### src/rtl/mem_access_pkg.sv
// -----------------------------------------------------------------------------
// mem_access_pkg
//   Shared constants for the Y86-64 memory stage:
//     - ICODE values (IHALT .. IPOPQ)
//     - stage status codes (SAOK/SHLT/SADR/SINS)
//     - memory-stage FSM state encoding
//     - f_stage_stat: status priority resolution for a newly started instruction
// -----------------------------------------------------------------------------
package mem_access_pkg;

  // Instruction codes
  localparam logic [3:0] IHALT   = 4'h0;
  localparam logic [3:0] INOP    = 4'h1;
  localparam logic [3:0] IRRMOVQ = 4'h2;
  localparam logic [3:0] IIRMOVQ = 4'h3;
  localparam logic [3:0] IRMMOVQ = 4'h4;
  localparam logic [3:0] IMRMOVQ = 4'h5;
  localparam logic [3:0] IOPQ    = 4'h6;
  localparam logic [3:0] IJXX    = 4'h7;
  localparam logic [3:0] ICALL   = 4'h8;
  localparam logic [3:0] IRET    = 4'h9;
  localparam logic [3:0] IPUSHQ  = 4'hA;
  localparam logic [3:0] IPOPQ   = 4'hB;

  // Stage status codes
  localparam logic [2:0] SAOK = 3'd1;
  localparam logic [2:0] SHLT = 3'd2;
  localparam logic [2:0] SADR = 3'd3;
  localparam logic [2:0] SINS = 3'd4;

  typedef enum logic [1:0] {
    ST_IDLE = 2'd0,
    ST_REQ  = 2'd1,
    ST_DONE = 2'd2
  } mem_state_e;

  // Fetch address errors outrank illegal instructions, which outrank a bad
  // data address. HALT only reports SHLT when nothing else went wrong.
  function automatic logic [2:0] f_stage_stat(
    input logic       imem_err,
    input logic       instr_valid,
    input logic       has_access,
    input logic       addr_ok,
    input logic [3:0] icode
  );
    if (imem_err)                  return SADR;
    if (!instr_valid)              return SINS;
    if (has_access && !addr_ok)    return SADR;
    if (icode == IHALT)            return SHLT;
    return SAOK;
  endfunction

endpackage

### src/rtl/mem_access_addr_chk.sv
// -----------------------------------------------------------------------------
// mem_addr_chk
//   Combinational access-type decode and data-memory range check. Shared with
//   the pipelined memory stage.
//   Ports:
//     icode_i    instruction code
//     valE_i     ALU result (address for RMMOVQ/MRMOVQ/PUSHQ/CALL)
//     valA_i     register A (write data, or address for POPQ/RET)
//     valP_i     next PC (write data for CALL)
//     is_rd_o    instruction reads data memory
//     is_wr_o    instruction writes data memory
//     addr_o     selected byte address
//     wdata_o    selected write data
//     addr_ok_o  addr+8 fits inside MEM_SIZE (no wrap)
// -----------------------------------------------------------------------------
module mem_addr_chk
  import mem_access_pkg::*;
#(
  parameter int          ADDR_W   = 64,
  parameter logic [63:0] MEM_SIZE = 64'h2000
) (
  input  logic [3:0]        icode_i,
  input  logic [63:0]       valE_i,
  input  logic [63:0]       valA_i,
  input  logic [63:0]       valP_i,
  output logic              is_rd_o,
  output logic              is_wr_o,
  output logic [ADDR_W-1:0] addr_o,
  output logic [63:0]       wdata_o,
  output logic              addr_ok_o
);

  logic [ADDR_W:0] w_end;

  always_comb begin
    is_rd_o = 1'b0;
    is_wr_o = 1'b0;
    addr_o  = valE_i[ADDR_W-1:0];
    wdata_o = valA_i;
    case (icode_i)
      IRMMOVQ, IPUSHQ: is_wr_o = 1'b1;
      ICALL: begin
        is_wr_o = 1'b1;
        wdata_o = valP_i;
      end
      IMRMOVQ:         is_rd_o = 1'b1;
      IPOPQ, IRET: begin
        is_rd_o = 1'b1;
        addr_o  = valA_i[ADDR_W-1:0];
      end
      default: ;
    endcase
  end

  // One extra bit keeps the carry, so addresses near the top of the space
  // that would wrap in a plain ADDR_W add are rejected as well.
  assign w_end     = {1'b0, addr_o} + (ADDR_W+1)'(8);
  assign addr_ok_o = (w_end <= (ADDR_W+1)'(MEM_SIZE));

endmodule

### src/rtl/mem_access.sv
// -----------------------------------------------------------------------------
// mem_access
//   Memory stage of the Y86-64 SEQ core. Decodes the access for the current
//   instruction, runs a req/ack transaction to data memory, returns valM and
//   the stage status, and stalls the core (busy_o) while the access is open.
//   Optional feature macro: MEM_TIMEOUT_EN -- ack watchdog that abandons a
//   request after TIMEOUT_CYC REQ cycles and reports SADR.
//   Ports:
//     clk_i, rst_n_i           clock, asynchronous active-low reset
//     start_i                  one-cycle start pulse for the instruction
//     icode_i, valE_i, valA_i, valP_i, imem_err_i, instr_valid_i
//                              instruction context from fetch/decode/execute
//     mem_req_o, mem_we_o, mem_addr_o, mem_wdata_o
//                              data-memory request, held until mem_ack_i
//     mem_ack_i, mem_rdata_i   data-memory completion and read data
//     valM_o, stat_o           read result and stage status (held to next start)
//     busy_o                   transaction outstanding
//     done_o                   one-cycle completion pulse
// -----------------------------------------------------------------------------
module mem_access
  import mem_access_pkg::*;
#(
  parameter int          ADDR_W      = 64,
  parameter logic [63:0] MEM_SIZE    = 64'h2000,
  parameter int          TIMEOUT_CYC = 256
) (
  input  logic              clk_i,
  input  logic              rst_n_i,
  input  logic              start_i,
  input  logic [3:0]        icode_i,
  input  logic [63:0]       valE_i,
  input  logic [63:0]       valA_i,
  input  logic [63:0]       valP_i,
  input  logic              imem_err_i,
  input  logic              instr_valid_i,
  output logic              mem_req_o,
  output logic              mem_we_o,
  output logic [ADDR_W-1:0] mem_addr_o,
  output logic [63:0]       mem_wdata_o,
  input  logic              mem_ack_i,
  input  logic [63:0]       mem_rdata_i,
  output logic [63:0]       valM_o,
  output logic [2:0]        stat_o,
  output logic              busy_o,
  output logic              done_o
);

  if (TIMEOUT_CYC < 1) begin : g_bad_timeout
    $error("mem_access: TIMEOUT_CYC must be at least 1");
  end

  mem_state_e r_state;
  mem_state_e w_next;

  logic              w_is_rd;
  logic              w_is_wr;
  logic [ADDR_W-1:0] w_addr;
  logic [63:0]       w_wdata;
  logic              w_addr_ok;
  logic              w_access;
  logic              w_go_req;
  logic [2:0]        w_stat;
  logic              w_tmo;

  logic              r_we;
  logic              r_rd;
  logic [ADDR_W-1:0] r_addr;
  logic [63:0]       r_wdata;
  logic [63:0]       r_valm;
  logic [2:0]        r_stat;

  mem_addr_chk #(
    .ADDR_W   (ADDR_W),
    .MEM_SIZE (MEM_SIZE)
  ) u_chk (
    .icode_i   (icode_i),
    .valE_i    (valE_i),
    .valA_i    (valA_i),
    .valP_i    (valP_i),
    .is_rd_o   (w_is_rd),
    .is_wr_o   (w_is_wr),
    .addr_o    (w_addr),
    .wdata_o   (w_wdata),
    .addr_ok_o (w_addr_ok)
  );

  assign w_access = w_is_rd | w_is_wr;
  assign w_stat   = f_stage_stat(imem_err_i, instr_valid_i, w_access,
                                 w_addr_ok, icode_i);
  // Only a clean, in-range access ever reaches the memory port.
  assign w_go_req = w_access & w_addr_ok & ~imem_err_i & instr_valid_i;

`ifdef MEM_TIMEOUT_EN
  localparam int CNT_W = $clog2(TIMEOUT_CYC + 1);

  logic [CNT_W-1:0] r_cnt;

  // Counter holds the number of REQ cycles already elapsed, so the last
  // allowed cycle is the one where it reads TIMEOUT_CYC-1.
  always_ff @(posedge clk_i or negedge rst_n_i) begin
    if (!rst_n_i) begin
      r_cnt <= '0;
    end else if (r_state == ST_IDLE && start_i && w_go_req) begin
      r_cnt <= '0;
    end else if (r_state == ST_REQ) begin
      r_cnt <= r_cnt + CNT_W'(1);
    end
  end

  assign w_tmo = (r_state == ST_REQ) && (r_cnt == CNT_W'(TIMEOUT_CYC - 1));
`else
  assign w_tmo = 1'b0;
`endif

  // ---- state register ----
  always_ff @(posedge clk_i or negedge rst_n_i) begin
    if (!rst_n_i) begin
      r_state <= ST_IDLE;
    end else begin
      r_state <= w_next;
    end
  end

  // ---- next-state logic ----
  always_comb begin
    w_next = r_state;
    case (r_state)
      ST_IDLE: begin
        if (start_i) begin
          w_next = w_go_req ? ST_REQ : ST_DONE;
        end
      end
      ST_REQ: begin
        // An ack coinciding with the timeout still completes normally.
        if (mem_ack_i || w_tmo) begin
          w_next = ST_DONE;
        end
      end
      ST_DONE: w_next = ST_IDLE;
      default: w_next = ST_IDLE;
    endcase
  end

  // ---- output logic ----
  always_comb begin
    mem_req_o = 1'b0;
    mem_we_o  = 1'b0;
    busy_o    = 1'b0;
    done_o    = 1'b0;
    case (r_state)
      ST_REQ: begin
        mem_req_o = 1'b1;
        mem_we_o  = r_we;
        busy_o    = 1'b1;
      end
      ST_DONE: done_o = 1'b1;
      default: ;
    endcase
  end

  // ---- transaction / result registers ----
  always_ff @(posedge clk_i or negedge rst_n_i) begin
    if (!rst_n_i) begin
      r_we    <= 1'b0;
      r_rd    <= 1'b0;
      r_addr  <= '0;
      r_wdata <= '0;
      r_valm  <= '0;
      r_stat  <= SAOK;
    end else begin
      case (r_state)
        ST_IDLE: begin
          if (start_i) begin
            r_stat <= w_stat;
            if (w_go_req) begin
              r_we    <= w_is_wr;
              r_rd    <= w_is_rd;
              r_addr  <= w_addr;
              r_wdata <= w_wdata;
            end
          end
        end
        ST_REQ: begin
          if (mem_ack_i) begin
            if (r_rd) begin
              r_valm <= mem_rdata_i;
            end
          end else if (w_tmo) begin
            r_stat <= SADR;
          end
        end
        default: ;
      endcase
    end
  end

  assign mem_addr_o  = r_addr;
  assign mem_wdata_o = r_wdata;
  assign valM_o      = r_valm;
  assign stat_o      = r_stat;

`ifndef SYNTHESIS
  // The core must not issue a new instruction while this stage is occupied.
  a_no_start_when_busy: assert property (
    @(posedge clk_i) disable iff (!rst_n_i) start_i |-> (r_state == ST_IDLE)
  ) else $error("mem_access: start_i while stage busy");
`endif

endmodule

### config.mk
export PLATFORM = sky130hd
export DESIGN_NAME = mem_access
export DESIGN_NICKNAME = d
export VERILOG_FILES = /design/src/rtl/mem_access_pkg.sv /design/src/rtl/mem_access_addr_chk.sv /design/src/rtl/mem_access.sv
export SDC_FILE = /design/constraint.sdc
export NUM_CORES = 1
export LEC_CHECK = 0
export ABC_AREA = 1
export ABC_CLOCK_PERIOD_IN_PS = 2000
export BUFFER_PORTS_ARGS = -buffer_cell sky130_fd_sc_hd__buf_2
export CORE_AREA = 3 3 179 181
export DETAILED_ROUTE_END_ITERATION = 10
export DIE_AREA = 0 0 182 184
export PLACE_DENSITY = 0.78
export RECOVER_POWER = 50
export SYNTH_ARGS = -nofsm -noshare
export SYNTH_HDL_FRONTEND = slang
export SYNTH_SLANG_ARGS = --single-unit
### constraint.sdc
create_clock -name clk_i -period 2 [get_ports clk_i]
set_input_delay 0.2 -clock clk_i [delete_from_list [all_inputs] [get_ports clk_i]]
set_output_delay 0.2 -clock clk_i [all_outputs]
set_load 0.05 [all_outputs]
==> impl_metrics.json, run 1 <==
{
  "syn_avg_cell_area_um2": 7.52,
  "holdPathStages": 2,
  "overflow": 0,
  "grt_pass1_wl_um": 82500,
  "cts_buffer_depth": 2,
  "setup_viol": 133,
  "row_count": 64,
  "slew_violations": 56,
  "crit_slowest_cell": "bufbuf_16",
  "worst_slew_pin_slew_ns": 1.52,
  "hold_viol": 0,
  "via_count": 14900,
  "yosys.area.top_type": "dfrtp_1",
  "syn_area_um2": 12200,
  "r2r_slack_ns": 0.31,
  "critPathMostFrequentCell": "nand2_1",
  "async_flop_share_pct": 100,
  "synth_top_area_share_pct": 40.6,
  "worstHoldStart": "mem_rdata_i[17]",
  "rsz0062_at_grt": "true",
  "drive_gt1_share_pct": 52.0,
  "syn2layout_area_growth_pct": 63.3,
  "yosysMostFrequentCell": "nand2_1",
  "synth-seq-cells": 199,
  "p_per_area_nw_per_um2": 487,
  "syn_inst": 1624,
  "p_leak_uw": 0.0110,
  "cp-startpoint": "icode_i[0]",
  "cts.sinks": 199,
  "grt_antenna_before_repair": 0,
  "via_per_inst": 5.31,
  "status": "finished, violations left",
  "timing.rr.start": "r_state[1]",
  "numCtsBuffers": 17,
  "relSlewSlack_pct": -1.03,
  "tns_ns": -111.12,
  "cp.required_ns": 2.33,
  "htreeDepth": 4,
  "yosys_warnings": 0,
  "totalWireLength_um": 58000,
  "multiInputGateArea_um2": 7260,
  "post-route-util_pct": 65.2,
  "hold_end": "valM_o[17]",
  "dieArea_um2": 33500,
  "layout_min_cycle_time_ns": 2.90,
  "n_fill_cell": 2473,
  "core-area_um2": 30600,
  "max_clock_freq_mhz": 345,
  "finalInstanceArea_um2": 19900,
  "worstPathMaxFanout": 18,
  "clk_pin_slew_ns": 0.08,
  "die_h_um": 184,
  "yosysSeqAreaShare_pct": 40.8,
  "skew_ns": 0.0139,
  "placed_area_um2": 16600,
  "wl_per_cell_um": 20.7,
  "start_util_pct": 39.9,
  "synth_cell_type_count": 36,
  "end_kind": "flip-flop",
  "start_kind": "input port",
  "worstHoldPathType": "in -> reg",
  "grt_pass1_vias": 14800,
  "port_buffers": 464,
  "fin_ws_ns": -0.899,
  "crit_family": "simple AND/OR/NAND/NOR gates",
  "reg2reg_depth": 7,
  "place_hpwl_um": 38700,
  "cts_tree": "done",
  "detail-route-antenna-nets": 0,
  "dr.pass1.iters": 5,
  "die_x_um": 182,
  "max_stage_delay_ns": 0.38,
  "synth_fp_nets": 1891,
  "clk_latency_ns": 0.45,
  "gp_congestion": 0.986,
  "drcViolationCount": 0,
  "crit_type": "in -> reg",
  "cts-root-buf": "clkbuf_16",
  "grt_max_degree": 83,
  "cp.arrival_ns": 3.23,
  "synth_area_leaders": "dfrtp_1 41%, nand2_1 18%, mux2_2 11%",
  "violations": "max-capacitance violations, max-slew violations, negative setup slack",
  "irDropWorstVdd_uv": 704,
  "maxCapViolCount": 1,
  "synth_edf_count": 0,
  "seq_area_um2": 4980,
  "worstReg2RegEnd": "mem_wdata_o[46]",
  "synthFlopType": "dfrtp_1",
  "synth_top_cells_by_count": "574 x nand2_1, 198 x dfrtp_1, 171 x nor2_1",
  "timing.final.crit_share_pct": 145,
  "ios": 465,
  "antennaDiodeCount": 0,
  "worstPathCellList": "buf_4, nand3_4, buf_12, buf_12, buf_4, nand2_1, nand2_1, nand2_1, nor2_1, buf_4, buf_4, nand4_1, o21ai_1, nand2_1, nor2_2, nand2_1, nor2_2, nand2_2, nor2_4, nand4_4, bufbuf_16, nand2_1, nand2_1",
  "drtIter0Drc": 1212,
  "grt_util_all_layers_pct": 31.6,
  "nets": 2661,
  "path_buf_inv": 7
}
## area by class of cell
| type | instances | area share (%) |
|---|---|---|
| Clock inverter | 13 | 0.828 |
| Multi-Input combinational cell | 1191 | 36.4 |
| Clock buffer | 19 | 2.22 |
| Inverter | 157 | 3.04 |
| Timing Repair Buffer | 828 | 30.0 |
| Tap cell | 396 | 2.49 |
| Sequential cell | 199 | 25.0 |
## layer usage
layer	wire (µm)	track usage (%)	vias to the layer above
met5	0	0	-
met4	2840	13.0	0
met3	5120	7.10	191
met2	27700	53.0	858
met1	22300	39.7	7068
li1	-	-	6766
## cells by family (layout without fill, tap and decap cells)
group,Yosys count,count (layout),synth area share [%]
mux,118,118,10.9
fa+ha+maj,1,1,0.102
compound gates,47,47,2.06
buf+inv,234,1017,9.05
flops,199,199,40.8
simple gates,1017,1017,36.5
xor+xnor,8,8,0.574
## worst max path at each step
stage | endpoint | slack (ns) | cells after the start
floorplan | mem_addr_o[0] | -0.72 | 24
global placement | mem_addr_o[6] | -1.44 | 22
global route | mem_addr_o[10] | -1.02 | 24
detailed placement | mem_wdata_o[28] | -1.49 | 22
finish | mem_wdata_o[46] | -0.90 | 23
CTS | mem_wdata_o[28] | -0.71 | 24
## timing repair
item                                    4_1_cts  5_1_grt
gates cloned                                  7       14
setup buffers                                24       25
hold endpoints to repair                    115        1
endpoints found under the setup margin      133      133
hold buffers                                 63        1
pin swaps                                    26       58
gates resized for setup                     161      213
## report_power, final
| part | switching [µW] | internal [µW] | total [µW] |
|---|---|---|---|
| registers | 7.67 | 4030 | 4040 |
| clock network | 1700 | 1920 | 3620 |
| logic | 1120 | 917 | 2040 |
| total | 2830 | 6870 | 9700 |
## layout by cell type, fill, tap and decap left out, drive strengths merged
cell type,instances
nand4,126
dfstp,1
clkbuf,61
nor3,3
clkinvlp,1
o21a,1
clkinv,8
a31oi,2
bufbuf,2
and2,1
nand3b,5
mux2,118
nor2,189
nor3b,2
and3,1
inv,159
xor2,5
buf,720
nand3,73
a21oi,13
o31ai,1
o21bai,2
bufinv,2
xnor2,3
dfrtp,198
ha,1
dlygate4sd3,64
nand2,617
o21ai,28
## per-stage QoR
step / setup WS [ns] / hold slack [ns] / power (µW) / instances
CTS: -0.709 / 0.000749 / 9510 / 2763
global route: -1.02 / 0.00530 / 10100 / 2803
finish: -0.899 / 0.0202 / 9700 / 2803
floorplan: -0.723 / -0.0956 / 4790 / 1624
global placement: -1.44 / 0.204 / 5680 / 2637
detailed placement: -1.49 / 0.215 / 5710 / 2637
## sequential cells by signal, summed over array words and instances, names as in the netlist
register and count:
mem_addr_o 64, mem_wdata_o 64, valM_o 64, stat_o 3, r_state 2, r_rd 1
r_we 1
## worst reg2reg max path, cell delays in order, from the launching register on
cell and delay [ns]:
dfrtp_1 0.43, nor2_1 0.12, nand2_1 0.14, clkinv_2 0.13, nand4_4 0.22, bufbuf_16 0.38
nand2_1 0.09, nand2_1 0.07
(Power assumes the default switching activity.)
==> run 2, diff against run 1 <==
--- a/config.mk
+++ b/config.mk
@@ -6,12 +6,12 @@
 export NUM_CORES = 1
 export LEC_CHECK = 0
 export ABC_AREA = 1
-export ABC_CLOCK_PERIOD_IN_PS = 2000
+export ABC_CLOCK_PERIOD_IN_PS = 3100
 export BUFFER_PORTS_ARGS = -buffer_cell sky130_fd_sc_hd__buf_2
-export CORE_AREA = 3 3 179 181
+export CORE_AREA = 3 3 180 182
 export DETAILED_ROUTE_END_ITERATION = 10
-export DIE_AREA = 0 0 182 184
-export PLACE_DENSITY = 0.78
+export DIE_AREA = 0 0 183 185
+export PLACE_DENSITY = 0.77
 export RECOVER_POWER = 50
 export SYNTH_ARGS = -nofsm -noshare
 export SYNTH_HDL_FRONTEND = slang
==> constraint.sdc (replaced) <==
create_clock -name clk_i -period 3.1 [get_ports clk_i]
set_input_delay 0.31 -clock clk_i [delete_from_list [all_inputs] [get_ports clk_i]]
set_output_delay 0.31 -clock clk_i [all_outputs]
set_load 0.05 [all_outputs]
==> run 2 against run 1 <==
Effect of this change:
- the flow finishes with violations (max-capacitance violations, max-slew violations)
- clock power fell by 35%
- via count fell by 8.1%
- design area fell by 13%
- total power fell by 38%
- clock skew rose by 0.021 ns
- utilization fell by 8.7 points
- critical path depth rose by 1
- first-iteration DRC count fell by 18%
- final cell count fell by 4.7%
- non-clock buffer count fell by 131
- critical path type unchanged
==> impl_metrics.json, run 2 (same netlist as run 1, synthesis figures left out) <==
{
  "grt_pass1_wl_um": 72700,
  "cts-root-buf": "clkbuf_16",
  "crit_family": "simple AND/OR/NAND/NOR gates",
  "rsz0062_at_grt": "true",
  "port_buffers": 464,
  "setup_viol": 0,
  "tns_ns": 0,
  "worstHoldStart": "mem_rdata_i[63]",
  "cp.required_ns": 3.42,
  "clk_latency_ns": 0.46,
  "cts_buffer_depth": 2,
  "start_kind": "input port",
  "gp_congestion": 1.01,
  "stdcell_count": 2672,
  "crit_type": "in -> reg",
  "worstHoldPathType": "in -> reg",
  "path_buf_inv": 8,
  "dr.pass1.iters": 6,
  "hold_viol": 0,
  "r2r_slack_ns": 1.21,
  "dieArea_um2": 33900,
  "hold_end": "valM_o[63]",
  "worst_slew_pin_slew_ns": 2.39,
  "drive_gt1_share_pct": 39.4,
  "grt_max_degree": 97,
  "clk_pin_slew_ns": 0.09,
  "totalWireLength_um": 49700,
  "slew_violations": 96,
  "relSlewSlack_pct": -59.1,
  "maxCapViolCount": 1,
  "row_count": 64,
  "overflow": 0,
  "grt_antenna_before_repair": 2,
  "nets": 2530,
  "critPathMostFrequentCell": "nand2_1",
  "worstPathCellList": "buf_2, inv_2, nand3_4, buf_12, clkbuf_16, o21ai_2, nand2_1, nor2_1, nand2_1, nor2_2, inv_1, o21ai_1, nand2_1, nor2_1, nand2_1, nor2_1, buf_4, nand2_2, nor2_4, nand4_4, buf_12, buf_6, nand2_1, nand2_1",
  "timing.rr.start": "r_state[0]",
  "post-route-util_pct": 56.5,
  "grt_pass1_vias": 13200,
  "grt_util_all_layers_pct": 27.7,
  "drcViolationCount": 0,
  "layout_min_cycle_time_ns": 3.07,
  "layout_common_cells": "550 x nand2_1, 317 x buf_2, 198 x dfrtp_1",
  "cts_tree": "done",
  "max_clock_freq_mhz": 326,
  "final_common_cell": "nand2_1",
  "status": "finished, violations left",
  "max_stage_delay_ns": 0.20,
  "worstReg2RegEnd": "valM_o[27]",
  "die_h_um": 185,
  "end_kind": "flip-flop",
  "syn2layout_area_growth_pct": 42.3,
  "p_per_area_nw_per_um2": 346,
  "detail-route-antenna-nets": 0,
  "start_util_pct": 39.7,
  "crit_slowest_cell": "o21ai_2",
  "ios": 465,
  "violations": "max-capacitance violations, max-slew violations",
  "drtIter0Drc": 995,
  "die_x_um": 183,
  "place_hpwl_um": 39300,
  "via_per_inst": 5.12,
  "reg2reg_depth": 5,
  "cts.sinks": 199,
  "timing.final.crit_share_pct": 99.0,
  "dp.cells": 2622,
  "worstPathMaxFanout": 22,
  "wl_per_cell_um": 18.6,
  "irDropWorstVdd_uv": 330,
  "numCtsBuffers": 17,
  "htreeDepth": 4,
  "skew_ns": 0.0348,
  "antennaDiodeCount": 0,
  "via_count": 13700,
  "core-area_um2": 30700,
  "holdPathStages": 2,
  "p_leak_uw": 0.00962,
  "cp.arrival_ns": 3.38
}
## run 2: cell types whose count changed in the layout (fill, tap and decap cells not counted), moves of 16 or more
cell | before | now
buf_2 | 427 | 317
buf_4 | 230 | 197
clkbuf_1 | 34 | 146
dlygate4sd3_1 | 64 | 1
nand2_1 | 438 | 550
nand2_2 | 148 | 63
nand2_4 | 31 | 4
nor2_1 | 82 | 133
nor2_2 | 54 | 38
nor2_4 | 53 | 18
## run 2: how the worst max path moves through the flow
stage	startpoint	to	slack (ns)	cells after the start
2_1_floorplan	icode_i[0]	mem_addr_o[23]	0.04	24
3_3_place_gp	icode_i[2]	mem_wdata_o[8]	-0.37	22
3_5_place_dp	icode_i[2]	mem_addr_o[0]	-0.44	22
4_1_cts	icode_i[2]	mem_addr_o[0]	0.04	22
5_1_grt	icode_i[2]	mem_wdata_o[6]	-0.11	25
6_report	icode_i[2]	r_rd	0.03	24
## run 2: power breakdown
group	leakage (µW)	total, µW	switching [µW]	internal, µW
clock network	0.000302	2360	1220	1140
logic	0.00655	1040	608	430
registers	0.00277	2610	3.69	2600
total	0.00962	6000	1830	4170
## run 2: layer usage
metal	part of all wire [%]	global-route usage, %
met1	40	34.5
met2	50	49.5
met3	7.2	4.79
met4	2.7	8.23
met5	0.050	0
## run 2: area by class of cell
type | instances | area, µm²
clock inverter | 14 | 185
tap | 396 | 495
fill | 2942 | 13400
sequential | 199 | 4980
multi-input combinational | 1191 | 6440
inverter | 157 | 594
timing repair buffer | 697 | 4230
clock buffer | 18 | 439
## run 2: what timing repair did
| item | CTS | global route |
|---|---|---|
| setup buffers | 0 | 11 |
| setup endpoints to repair | 0 | 133 |
| resized for setup | 0 | 110 |
| endpoints found under the hold margin | 94 | 0 |
| hold buffers | 1 | 0 |
## run 2: metrics by stage
step | worst slack, ns | hold WS (ns) | cell area [µm²] | total power [µW]
floorplan | 0.0413 | 0.0144 | 12200 | 3080
global placement | -0.367 | 0.445 | 16300 | 3630
detailed placement | -0.435 | 0.455 | 16300 | 3640
CTS | 0.0394 | 0.0611 | 17000 | 5990
global route | -0.110 | 0.0635 | 17400 | 6250
finish | 0.0314 | 0.0905 | 17400 | 6000
==> run 3, diff against run 2 <==
--- a/config.mk
+++ b/config.mk
@@ -8,10 +8,10 @@
 export ABC_AREA = 1
 export ABC_CLOCK_PERIOD_IN_PS = 3100
 export BUFFER_PORTS_ARGS = -buffer_cell sky130_fd_sc_hd__buf_2
-export CORE_AREA = 3 3 180 182
+export CORE_MARGIN = 3
+export CORE_UTILIZATION = 30
 export DETAILED_ROUTE_END_ITERATION = 10
-export DIE_AREA = 0 0 183 185
-export PLACE_DENSITY = 0.77
+export PLACE_DENSITY = 0.64
 export RECOVER_POWER = 50
 export SYNTH_ARGS = -nofsm -noshare
 export SYNTH_HDL_FRONTEND = slang
==> run 3 against run 2 <==
Effect of this change:
- the flow still finishes with violations (max-capacitance violations, max-slew violations)
- total power decreased by 2.7%
- maximum frequency up 3.4%
- sequential share of layout area hardly changed
- utilization decreased by 13 points
- die area increased by 27%
- global-route usage decreased by 5.3 points
- non-clock buffer count shrank 12
- setup slack better by 0.10 ns
- design area up 0.14%
- highest routed layer unchanged
- via count decreased by 1.5%
==> impl_metrics.json, run 3 (same netlist as run 1, synthesis figures left out) <==
{
  "port_buffers": 464,
  "irDropWorstVdd_uv": 361,
  "core-area_um2": 40000,
  "worstSetupEndpoint": "mem_wdata_o[31]",
  "start_util_pct": 30.5,
  "p_per_area_nw_per_um2": 336,
  "start_kind": "input port",
  "dp.cells": 2742,
  "dieArea_um2": 43200,
  "cts_tree": "done",
  "clk_pin_slew_ns": 0.08,
  "die_h_um": 208,
  "totalWireLength_um": 51500,
  "drcViolationCount": 0,
  "cp-startpoint": "icode_i[0]",
  "maxCapViolCount": 1,
  "place_hpwl_um": 39600,
  "violations": "max-capacitance violations, max-slew violations",
  "via_per_inst": 4.82,
  "relSlewSlack_pct": -19.2,
  "crit_type": "in -> reg",
  "worstPathCellList": "buf_2, buf_4, nand4_1, nand2_2, nand2_1, buf_4, nor2_1, nand2_1, nor2_4, nand2_1, a21oi_1, nand2_1, nor2_1, nand2_1, nor2_4, nand3_1, nor2_4, buf_4, buf_12, nand4_1, nand2_1",
  "setup_viol": 0,
  "timing.final.crit_share_pct": 95.8,
  "rsz0062_at_grt": "true",
  "path_buf_inv": 5,
  "status": "finished, violations left",
  "end_kind": "flip-flop",
  "cp.arrival_ns": 3.36,
  "die_x_um": 208,
  "gp_congestion": 0.993,
  "cp.required_ns": 3.49,
  "tns_ns": 0,
  "grt_antenna_before_repair": 5,
  "grt_max_degree": 80,
  "htreeDepth": 4,
  "timing.rr.start": "r_state[0]",
  "placed_area_um2": 16400,
  "cts.sinks": 199,
  "crit_slowest_cell": "nor2_4",
  "detail-route-antenna-nets": 0,
  "ios": 465,
  "worstHoldPathType": "in -> reg",
  "max_clock_freq_mhz": 337,
  "slew_violations": 73,
  "stdcell_count": 2794,
  "row_count": 73,
  "finalInstanceArea_um2": 17400,
  "worstReg2RegEnd": "mem_addr_o[18]",
  "cts_buffer_depth": 2,
  "post-route-util_pct": 43.5,
  "layout_common_cells": "551 x nand2_1, 377 x buf_2, 198 x dfrtp_1",
  "crit_family": "simple AND/OR/NAND/NOR gates",
  "layout_min_cycle_time_ns": 2.97,
  "p_leak_uw": 0.00972,
  "numCtsBuffers": 17,
  "reg2reg_depth": 8,
  "grt_pass1_vias": 13400,
  "max_stage_delay_ns": 0.27,
  "cts-root-buf": "clkbuf_16",
  "critPathMostFrequentCell": "nand2_1",
  "final_common_cell": "nand2_1",
  "hold_viol": 0,
  "worstPathMaxFanout": 26,
  "cp.depth": 21,
  "drive_gt1_share_pct": 41.8,
  "n_fill_cell": 4137,
  "clk_latency_ns": 0.45,
  "wl_per_cell_um": 18.4,
  "nets": 2519,
  "syn2layout_area_growth_pct": 42.5,
  "skew_ns": 0.0124,
  "via_count": 13500,
  "worst_slew_pin_slew_ns": 1.79,
  "overflow": 0,
  "dr.pass1.iters": 5,
  "grt_util_all_layers_pct": 22.4,
  "grt_pass1_wl_um": 76200,
  "r2r_slack_ns": 1.08,
  "worstHoldStart": "mem_rdata_i[63]",
  "drtIter0Drc": 1041
}
-- run 3: cell types whose count changed in the layout (fill, tap and decap cells not counted), moves of 4 or more --
cell / previous run / this run
diode_2: 0 / 4
nand3_1: 66 / 70
buf_2: 317 / 377
buf_6: 15 / 6
clkbuf_1: 146 / 87
nor2_1: 133 / 125
clkinv_4: 0 / 4
nor2_2: 38 / 49
buf_4: 197 / 191
-- run 3: worst min path at each step --
stage / endpoint / slack, ns / depth (start not counted)
6_report: valM_o[63] / 0.08 / 2
3_3_place_gp: valM_o[39] / 0.31 / 1
3_5_place_dp: valM_o[39] / 0.31 / 1
2_1_floorplan: mem_addr_o[0] / 0.01 / 0
4_1_cts: r_state[0] / 0.03 / 2
5_1_grt: valM_o[5] / 0.04 / 2
-- run 3: metrics by stage --
stage / setup slack (ns) / power (µW) / hold WS (ns)
after global routing: -0.0319 / 6120 / 0.0431
after CTS: 0.000714 / 5880 / 0.0301
final: 0.132 / 5840 / 0.0783
after detailed placement: -0.635 / 3650 / 0.311
after global placement: -0.701 / 3640 / 0.314
after floorplan: 0.0413 / 3080 / 0.0144
-- run 3: repair_timing --
action | CTS | global route
endpoints found under the setup margin | 131 | 133
endpoints found under the hold margin | 67 | 0
gates resized for setup | 5 | 95
hold buffers | 1 | 0
pin swaps | 0 | 10
gates cloned | 0 | 9
setup buffers | 0 | 6
-- run 3: layer usage --
layer	global-route usage [%]	vias to the layer above	share of wire [%]
met3	5.43	77	6.8
li1	-	6474	-
met2	38.4	563	48
met5	0	-	0.021
met1	28.0	6360	42
met4	7.04	2	2.8
-- run 3: final cells by class --
type	count	area (µm²)	area share, %
Clock inverter	13	133	0.762
Tap cell	525	657	3.78
Inverter	157	593	3.41
Clock buffer	19	443	2.55
Antenna cell	4	10.0	0.0575
Sequential cell	199	4980	28.6
Timing Repair Buffer	685	4170	24.0
Multi-Input combinational cell	1192	6410	36.8
-- run 3: power breakdown --
| part | internal [µW] | total, µW | switching, µW | leakage [µW] |
|---|---|---|---|---|
| clock network | 1090 | 2200 | 1110 | 0.000284 |
| registers | 2600 | 2610 | 3.75 | 0.00277 |
| logic | 428 | 1040 | 611 | 0.00667 |
